## config.mk

```make
export PLATFORM = sky130hd
export DESIGN_NAME = divu_hilo_unit
export DESIGN_NICKNAME = d
export VERILOG_FILES = /design/src/rtl/divu_hilo_unit_pkg.sv /design/src/rtl/divu_step.sv /design/src/rtl/divu_hilo_unit.sv
export SDC_FILE = /design/constraint.sdc
export NUM_CORES = 1
export LEC_CHECK = 0
export ABC_AREA = 1
export CAP_MARGIN = 10
export CORE_MARGIN = 3
export CORE_UTILIZATION = 52
export DETAILED_ROUTE_END_ITERATION = 16
export PLACE_DENSITY_LB_ADDON = 0.12
export SYNTH_ARGS = -nofsm -noshare
export SYNTH_HDL_FRONTEND = slang
export SYNTH_HIERARCHICAL = 1
export SYNTH_SLANG_ARGS = --single-unit
```

## constraint.sdc

```tcl
create_clock -name clk -period 3.8 [get_ports clk]
set_clock_uncertainty 0.1 [all_clocks]
set_input_delay 0.57 -clock clk [delete_from_list [all_inputs] [get_ports clk]]
set_output_delay 0.57 -clock clk [all_outputs]
set_load 0.01 [all_outputs]
```

## src/rtl/divu_hilo_unit_pkg.sv

```systemverilog
// Shared constants for the unsigned divide unit with HI/LO result registers.
// Holds the function codes it shares with the ALU (DIVU/MFHI/MFLO), the FSM state
// encoding and the default operand width.
package divu_hilo_unit_pkg;

  localparam int unsigned DEF_WIDTH = 32;

  localparam logic [5:0] FN_DIVU = 6'd27;
  localparam logic [5:0] FN_MFHI = 6'd16;
  localparam logic [5:0] FN_MFLO = 6'd18;

  localparam logic [1:0] ST_IDLE = 2'd0;
  localparam logic [1:0] ST_RUN  = 2'd1;
  localparam logic [1:0] ST_DONE = 2'd2;

endpackage

```

## src/rtl/divu_step.sv

```systemverilog
// One combinational restoring-division step.
// Ports:
//   rem_in       partial remainder before the step
//   dividend_bit next dividend bit, shifted in at the LSB
//   divisor      divisor
//   rem_out      partial remainder after the step
//   q_bit        quotient bit produced by the step
module divu_step
  import divu_hilo_unit_pkg::*;
#(
  parameter int unsigned WIDTH = DEF_WIDTH
) (
  input  logic [WIDTH-1:0] rem_in,
  input  logic             dividend_bit,
  input  logic [WIDTH-1:0] divisor,
  output logic [WIDTH-1:0] rem_out,
  output logic             q_bit
);

  logic [WIDTH:0] shifted;
  logic [WIDTH:0] trial;

  always_comb begin
    shifted = {rem_in, dividend_bit};
    trial   = shifted - {1'b0, divisor};
    // Unsigned compare instead of the trial sign bit keeps divide-by-zero well
    // defined (the shifted value always "fits" a zero divisor).
    q_bit   = (shifted >= {1'b0, divisor});
    rem_out = q_bit ? trial[WIDTH-1:0] : shifted[WIDTH-1:0];
  end

endmodule

```

## src/rtl/divu_hilo_unit.sv

```systemverilog
// Multi-cycle unsigned divider with HI (remainder) / LO (quotient) registers.
// A DIVU code in IDLE captures A/B; WIDTH restoring steps follow, then one DONE
// cycle at whose closing edge HI/LO are written.
// Ports:
//   clk    rising-edge clock
//   rst    asynchronous reset, active low
//   ctrl   function code (DIVU starts, MFHI/MFLO select result, others no-op)
//   A, B   unsigned dividend / divisor
//   result HI for MFHI, LO for MFLO, zero otherwise (combinational)
//   busy   high in RUN and DONE
//   done   high for the single DONE cycle
module divu_hilo_unit
  import divu_hilo_unit_pkg::*;
#(
  parameter int unsigned WIDTH = DEF_WIDTH
) (
  input  logic             clk,
  input  logic             rst,
  input  logic [5:0]       ctrl,
  input  logic [WIDTH-1:0] A,
  input  logic [WIDTH-1:0] B,
  output logic [WIDTH-1:0] result,
  output logic             busy,
  output logic             done
);

  localparam int unsigned CW = (WIDTH > 1) ? $clog2(WIDTH) : 1;
  localparam logic [CW-1:0] CNT_LAST = CW'(WIDTH - 1);

  logic [1:0]       state, state_next;
  logic [CW-1:0]    count, count_next;
  logic [WIDTH-1:0] dvd, dvd_next;   // dividend, consumed MSB first by shifting left
  logic [WIDTH-1:0] dvs, dvs_next;
  logic [WIDTH-1:0] rem, rem_next;
  logic [WIDTH-1:0] quo, quo_next;
  logic [WIDTH-1:0] hi, hi_next;
  logic [WIDTH-1:0] lo, lo_next;

  logic [WIDTH-1:0] step_rem;
  logic             step_q;

  divu_step #(
    .WIDTH(WIDTH)
  ) u_step (
    .rem_in      (rem),
    .dividend_bit(dvd[WIDTH-1]),
    .divisor     (dvs),
    .rem_out     (step_rem),
    .q_bit       (step_q)
  );

  always_comb begin
    state_next = state;
    count_next = count;
    dvd_next   = dvd;
    dvs_next   = dvs;
    rem_next   = rem;
    quo_next   = quo;
    hi_next    = hi;
    lo_next    = lo;
    case (state)
      ST_IDLE: begin
        if (ctrl == FN_DIVU) begin
          dvd_next   = A;
          dvs_next   = B;
          rem_next   = '0;
          quo_next   = '0;
          count_next = '0;
          state_next = ST_RUN;
        end
      end
      ST_RUN: begin
        rem_next   = step_rem;
        quo_next   = {quo[WIDTH-2:0], step_q};
        dvd_next   = dvd << 1;
        count_next = count + 1'b1;
        if (count == CNT_LAST) state_next = ST_DONE;
      end
      ST_DONE: begin
        // DIVU here is deliberately ignored; only IDLE accepts a new operation.
        hi_next    = rem;
        lo_next    = quo;
        state_next = ST_IDLE;
      end
      default: state_next = ST_IDLE;
    endcase
  end

  always_ff @(posedge clk or negedge rst) begin
    if (!rst) begin
      state <= ST_IDLE;
      count <= '0;
      dvd   <= '0;
      dvs   <= '0;
      rem   <= '0;
      quo   <= '0;
      hi    <= '0;
      lo    <= '0;
    end else begin
      state <= state_next;
      count <= count_next;
      dvd   <= dvd_next;
      dvs   <= dvs_next;
      rem   <= rem_next;
      quo   <= quo_next;
      hi    <= hi_next;
      lo    <= lo_next;
    end
  end

  assign busy = (state != ST_IDLE);
  assign done = (state == ST_DONE);

  always_comb begin
    result = '0;
    case (ctrl)
      FN_MFHI: result = hi;
      FN_MFLO: result = lo;
      default: result = '0;
    endcase
  end

endmodule

```

# Yosys cells after proc, flatten, opt, wreduce, memory -nomap -nowiden
# Cells that the tools add are included.
[word_totals]
reg_bits = 199
latch_bits = 0
mem_bits_rw = 0
mem_bits_ro = 0
input_bits = 72
output_inout_bits = 34
elab_cells = 37
mem_count = 0
[op_classes]
n_addsub = 2
n_mul = 0
div_mod_pow = 0
magnitude_cmp = 1
eq_ne = 8
shift = 0
n_mux = 12
bitwise = 0
reduce_logical = 6
[ops]
columns = ["op", "n"]
rows = [
  ["$pmux 32 s2", 4],
  ["$mux 32", 3],
  ["$ge 33x32->1", 1],
  ["$sub 32x32->32", 1],
  ["$eq 6x5->1 const B", 3],
  ["$pmux 5 s2", 1],
  ["$reduce_and 2->1", 3],
  ["$add 5x1->5 const B", 1],
  ["$eq 5x5->1 const B", 1],
  ["$mux 5", 1],
  ["$mux 2", 2],
  ["$ne 2x2->1 const B", 2],
  ["$pmux 2 s2", 1],
  ["$reduce_bool 2->1", 2],
  ["$eq 2x1->1 const B", 1],
  ["$eq 2x2->1 const B", 1],
  ["$logic_not 2->1", 1],
]

# Depth between registers and ports, before layout
[depth]
ltp_word = 3
mapped_depth = 18

# Hierarchy
# Netlist, hierarchy kept.
[modules_own_cells]
columns = ["module", "instances", "cells_each", "area_per_inst_um2", "seq_area_each_um2"]
rows = [
  ["divu_hilo_unit", 1, 1055, 8617.0, 4979.8],
  ["divu_step", 1, 647, 3160.5, 0.0],
]

# Worst setup path before layout
# OpenSTA, ideal clock, no wires.
[synth_timing]
path_kind = "input -> output"
startpoint = "in ctrl[3]"
endpoint = "out result[0]"
arrival_time_ps = 1446
required_ps = 3130
slack_ps = 1684
path_stages = 4
n_path_buf = 1
path_cell_list = "nor2_1 nand4_1 clkbuf_1 o21ai_1"
[synth_between]
elab_chain_cells = 2
elab_cells_between_ends = 3
[synth_rtl]
columns = ["element", "line_no", "text"]
rows = [
  ["start, declared", "divu_hilo_unit.sv:19", "input logic [5:0] ctrl,"],
  ["$eq 6x5->1", "divu_hilo_unit.sv:116", "case (ctrl)"],
  ["$pmux 32 s2 (*)", "divu_hilo_unit.sv:116", ""],
  ["end, declared", "divu_hilo_unit.sv:22", "output logic [WIDTH-1:0] result,"],
]
# Every way passes the cells marked *; elsewhere a longest branch is shown, timed or not.

# Worst setup path in the final report
[layout_timing]
startpoint = "in ctrl[4]"
endpoint = "out result[1]"
# Same word-level chain as after synthesis.

==> results.sh <==
export IMPL_status="finished clean"
export IMPL_antenna_found_initial=0
export IMPL_wl_per_cell_um=15.6
export IMPL_cts_tree="yes"
export IMPL_ys_async_sr_fraction=1.00
export IMPL_ant_nets=0
export IMPL_fin_crit_ps=3220
export IMPL_synth_edf_count=0
export IMPL_layout_commonest_cell="nand2_1"
export IMPL_hold_viol=0
export IMPL_critPathMaxStageDelay_ps=580
export IMPL_p_leak_nw=7.34
export IMPL_drc=0
export IMPL_clk_pin_slew_ps=80
export IMPL_grt_pass1_wl_mm=52.8
export IMPL_path_common_cell="clkdlybuf4s50_1"
export IMPL_h_tree_depth=4
export IMPL_crit_path_max_fanout=20
export IMPL_reg2reg_to="rem[23]"
export IMPL_grt_pass1_vias=10200
export IMPL_initial_core_util=0.535
export IMPL_yosysSeqAreaShare=0.423
export IMPL_slew_violations=0
export IMPL_area_delta_synth_final_pct=15.3
export IMPL_final_setup_tns_ps=0
export IMPL_layout_drive_gt1_share=0.0512
export IMPL_fin_crit_sh=0.847
export IMPL_routed_wl_mm=32.0
export IMPL_cts_resized=0
export IMPL_yosysTopAreaCellShare=0.423
export IMPL_gp_congestion=0.938
export IMPL_die_h_um=156
export IMPL_grt_use_total=0.269
export IMPL_dp_hpwl_mm=22.6
export IMPL_worstSetupEndpointType="output port"
export IMPL_synth_area_mm2=0.0118
export IMPL_drt_initial_drc_count=856
export IMPL_clk_latency_ps=440
export IMPL_cp_cell_sequence="clkdlybuf4s50_1 -> inv_1 -> nor2_2 -> nand4_1 -> buf_4 -> o21ai_1 -> clkdlybuf4s50_1"
export IMPL_syn_inst=1702
export IMPL_route_vias_total=10800
export IMPL_die_w_um=156
export IMPL_powerDensity_mw_per_mm2=753
export IMPL_crit_slowest_cell="clkdlybuf4s50_1"
export IMPL_synth_area_top_cells="dfrtp_1 42%, nand2_1 24%, nand3_1 8.2%"
export IMPL_post_cts_buffers=0
export IMPL_slew_headroom=0.282
export IMPL_numCtsBuffers=17
export IMPL_peakVddDrop_v=0.000343
export IMPL_worstPathArrival_ps=2550
export IMPL_core_area_mm2=0.0220
export IMPL_synth_nets=1809
export IMPL_design_die_area_mm2=0.0245
export IMPL_worstMarginPinSlew_ps=1080
export IMPL_drv_cap=0
export IMPL_avgViaCountPerCell=5.26
export IMPL_whs_ps=53.0
export IMPL_rsz0062_at_grt="no"
export IMPL_antenna_cells=0
export IMPL_fin_nets=1871
export IMPL_clockBufferDepth=2
export IMPL_pin_count=106
export IMPL_fill_cells=2066
export IMPL_port_buffers=105
export IMPL_final_cell_mix="764 x nand2_1, 199 x dfrtp_1, 192 x nand3_1, 189 x inv_1, 104 x clkdlybuf4s50_1"
export IMPL_synthFlopType="dfrtp_1"
export IMPL_clock_sinks=199
export IMPL_crit_type="input port to output port"
export IMPL_worst_r2r_cell_count=13
export IMPL_ys_types=32
export IMPL_rows=54
export IMPL_r2r_slack_ps=980
export IMPL_dr_pass1_iters=5
export IMPL_ys_ff_latch=199
export IMPL_clock_fmax_mhz=311
export IMPL_r2r_start="rem[27]"
export IMPL_setup_viol=0
export IMPL_critPathLaunchType="input port"
export IMPL_required_ps=3130
export IMPL_grt_max_degree=100
export IMPL_min_path_type="input port to asynchronous set/reset pin"
export IMPL_holdBufCountCts=0
export IMPL_yosys_warnings=6
export IMPL_root_buffer="clkbuf_16"
export IMPL_grt_ovfl_total=0
export IMPL_synth_area_leader_cell="dfrtp_1"
export IMPL_postSynthAreaPerCell_um2=6.92
==> critical path: cells and delay by family <==
family	cells	cell delay (ps)
buffers and inverters	4	1360
and+or+nand+nor	2	460
AOI/OAI and AO/OA	1	150
==> per-layer routing <==
layer | up-vias | GRT usage | wire (um)
met2 | 281 | 0.429 | 14900
li1 | 5441 | - | -
met5 | - | 0 | 0
met1 | 5048 | 0.380 | 14700
met3 | 48 | 0.0445 | 1710
met4 | 0 | 0.0792 | 724
==> sequential cells by signal, summed over array words and instances (netlist names) <==
register	flops
hi	32
quo	32
lo	32
dvs	32
state	2
count	5
dvd	32
rem	32
==> Yosys cell counts, types with 3 or more instances <==
master / number
a21oi_1: 21
and2_1: 8
buf_1: 4
buf_2: 34
clkbuf_1: 41
dfrtp_1: 199
ha_1: 34
inv_1: 189
inv_2: 3
nand2_1: 764
nand2_2: 5
nand3_1: 192
nand3_2: 11
nand3b_1: 11
nand4_1: 36
nor2_1: 41
nor2_2: 4
nor2_4: 4
nor3_1: 6
nor3_2: 3
o21ai_0: 37
o21ai_1: 30
xor2_1: 13
==> logic make-up (layout without fill, tap and decap cells) <==
kind of cell / after synthesis / in the layout / share of synthesized area
adders and majority gates: 35 / 35 / 0.0378
DFF: 199 / 199 / 0.423
xor gates and xnor gates: 14 / 14 / 0.0104
AOI/OAI and AO/OA: 90 / 90 / 0.0387
and+or+nand+nor: 1089 / 1089 / 0.395
buffers and inverters: 275 / 350 / 0.0950
==> power by group <==
group	internal, mW	switching [mW]	total [mW]
clock network	0.894	0.958	1.85
registers	2.70	0.551	3.25
logic	1.79	3.34	5.13
==> through the flow <==
| stage | setup slack [ps] | cells | area, um2 | util | power, mW |
|---|---|---|---|---|---|
| after global routing | 444 | 2057 | 13600 | 0.617 | 11.2 |
| after global placement | 547 | 2025 | 13000 | 0.590 | 8.24 |
| after detailed placement | 589 | 2025 | 13000 | 0.590 | 8.34 |
| final | 583 | 2057 | 13600 | 0.617 | 10.2 |
| after floorplan | 1680 | 1702 | 11800 | - | 7.08 |
| after CTS | 579 | 2057 | 13600 | 0.617 | 10.2 |
==> final cells by class <==
class	instances	area, um2	share of cell area
inverters	192	723	0.0532
well taps	280	350	0.0258
flip-flops and latches	199	4980	0.367
multi-input cells	1228	5700	0.419
repair buffers	126	1240	0.0911
clock inverters	15	169	0.0124
clock buffers	17	425	0.0313
==> worst max path at each step <==
stage	startpoint	end	slack, ps	depth (start not counted)
3_5_place_dp	ctrl[4]	result[12]	590	7
6_report	ctrl[4]	result[1]	580	7
3_3_place_gp	ctrl[4]	result[17]	550	7
5_1_grt	ctrl[4]	result[17]	440	7
4_1_cts	ctrl[4]	result[12]	580	7
2_1_floorplan	ctrl[3]	result[0]	1680	4
No activity file was read; power rests on OpenSTA's default activity.
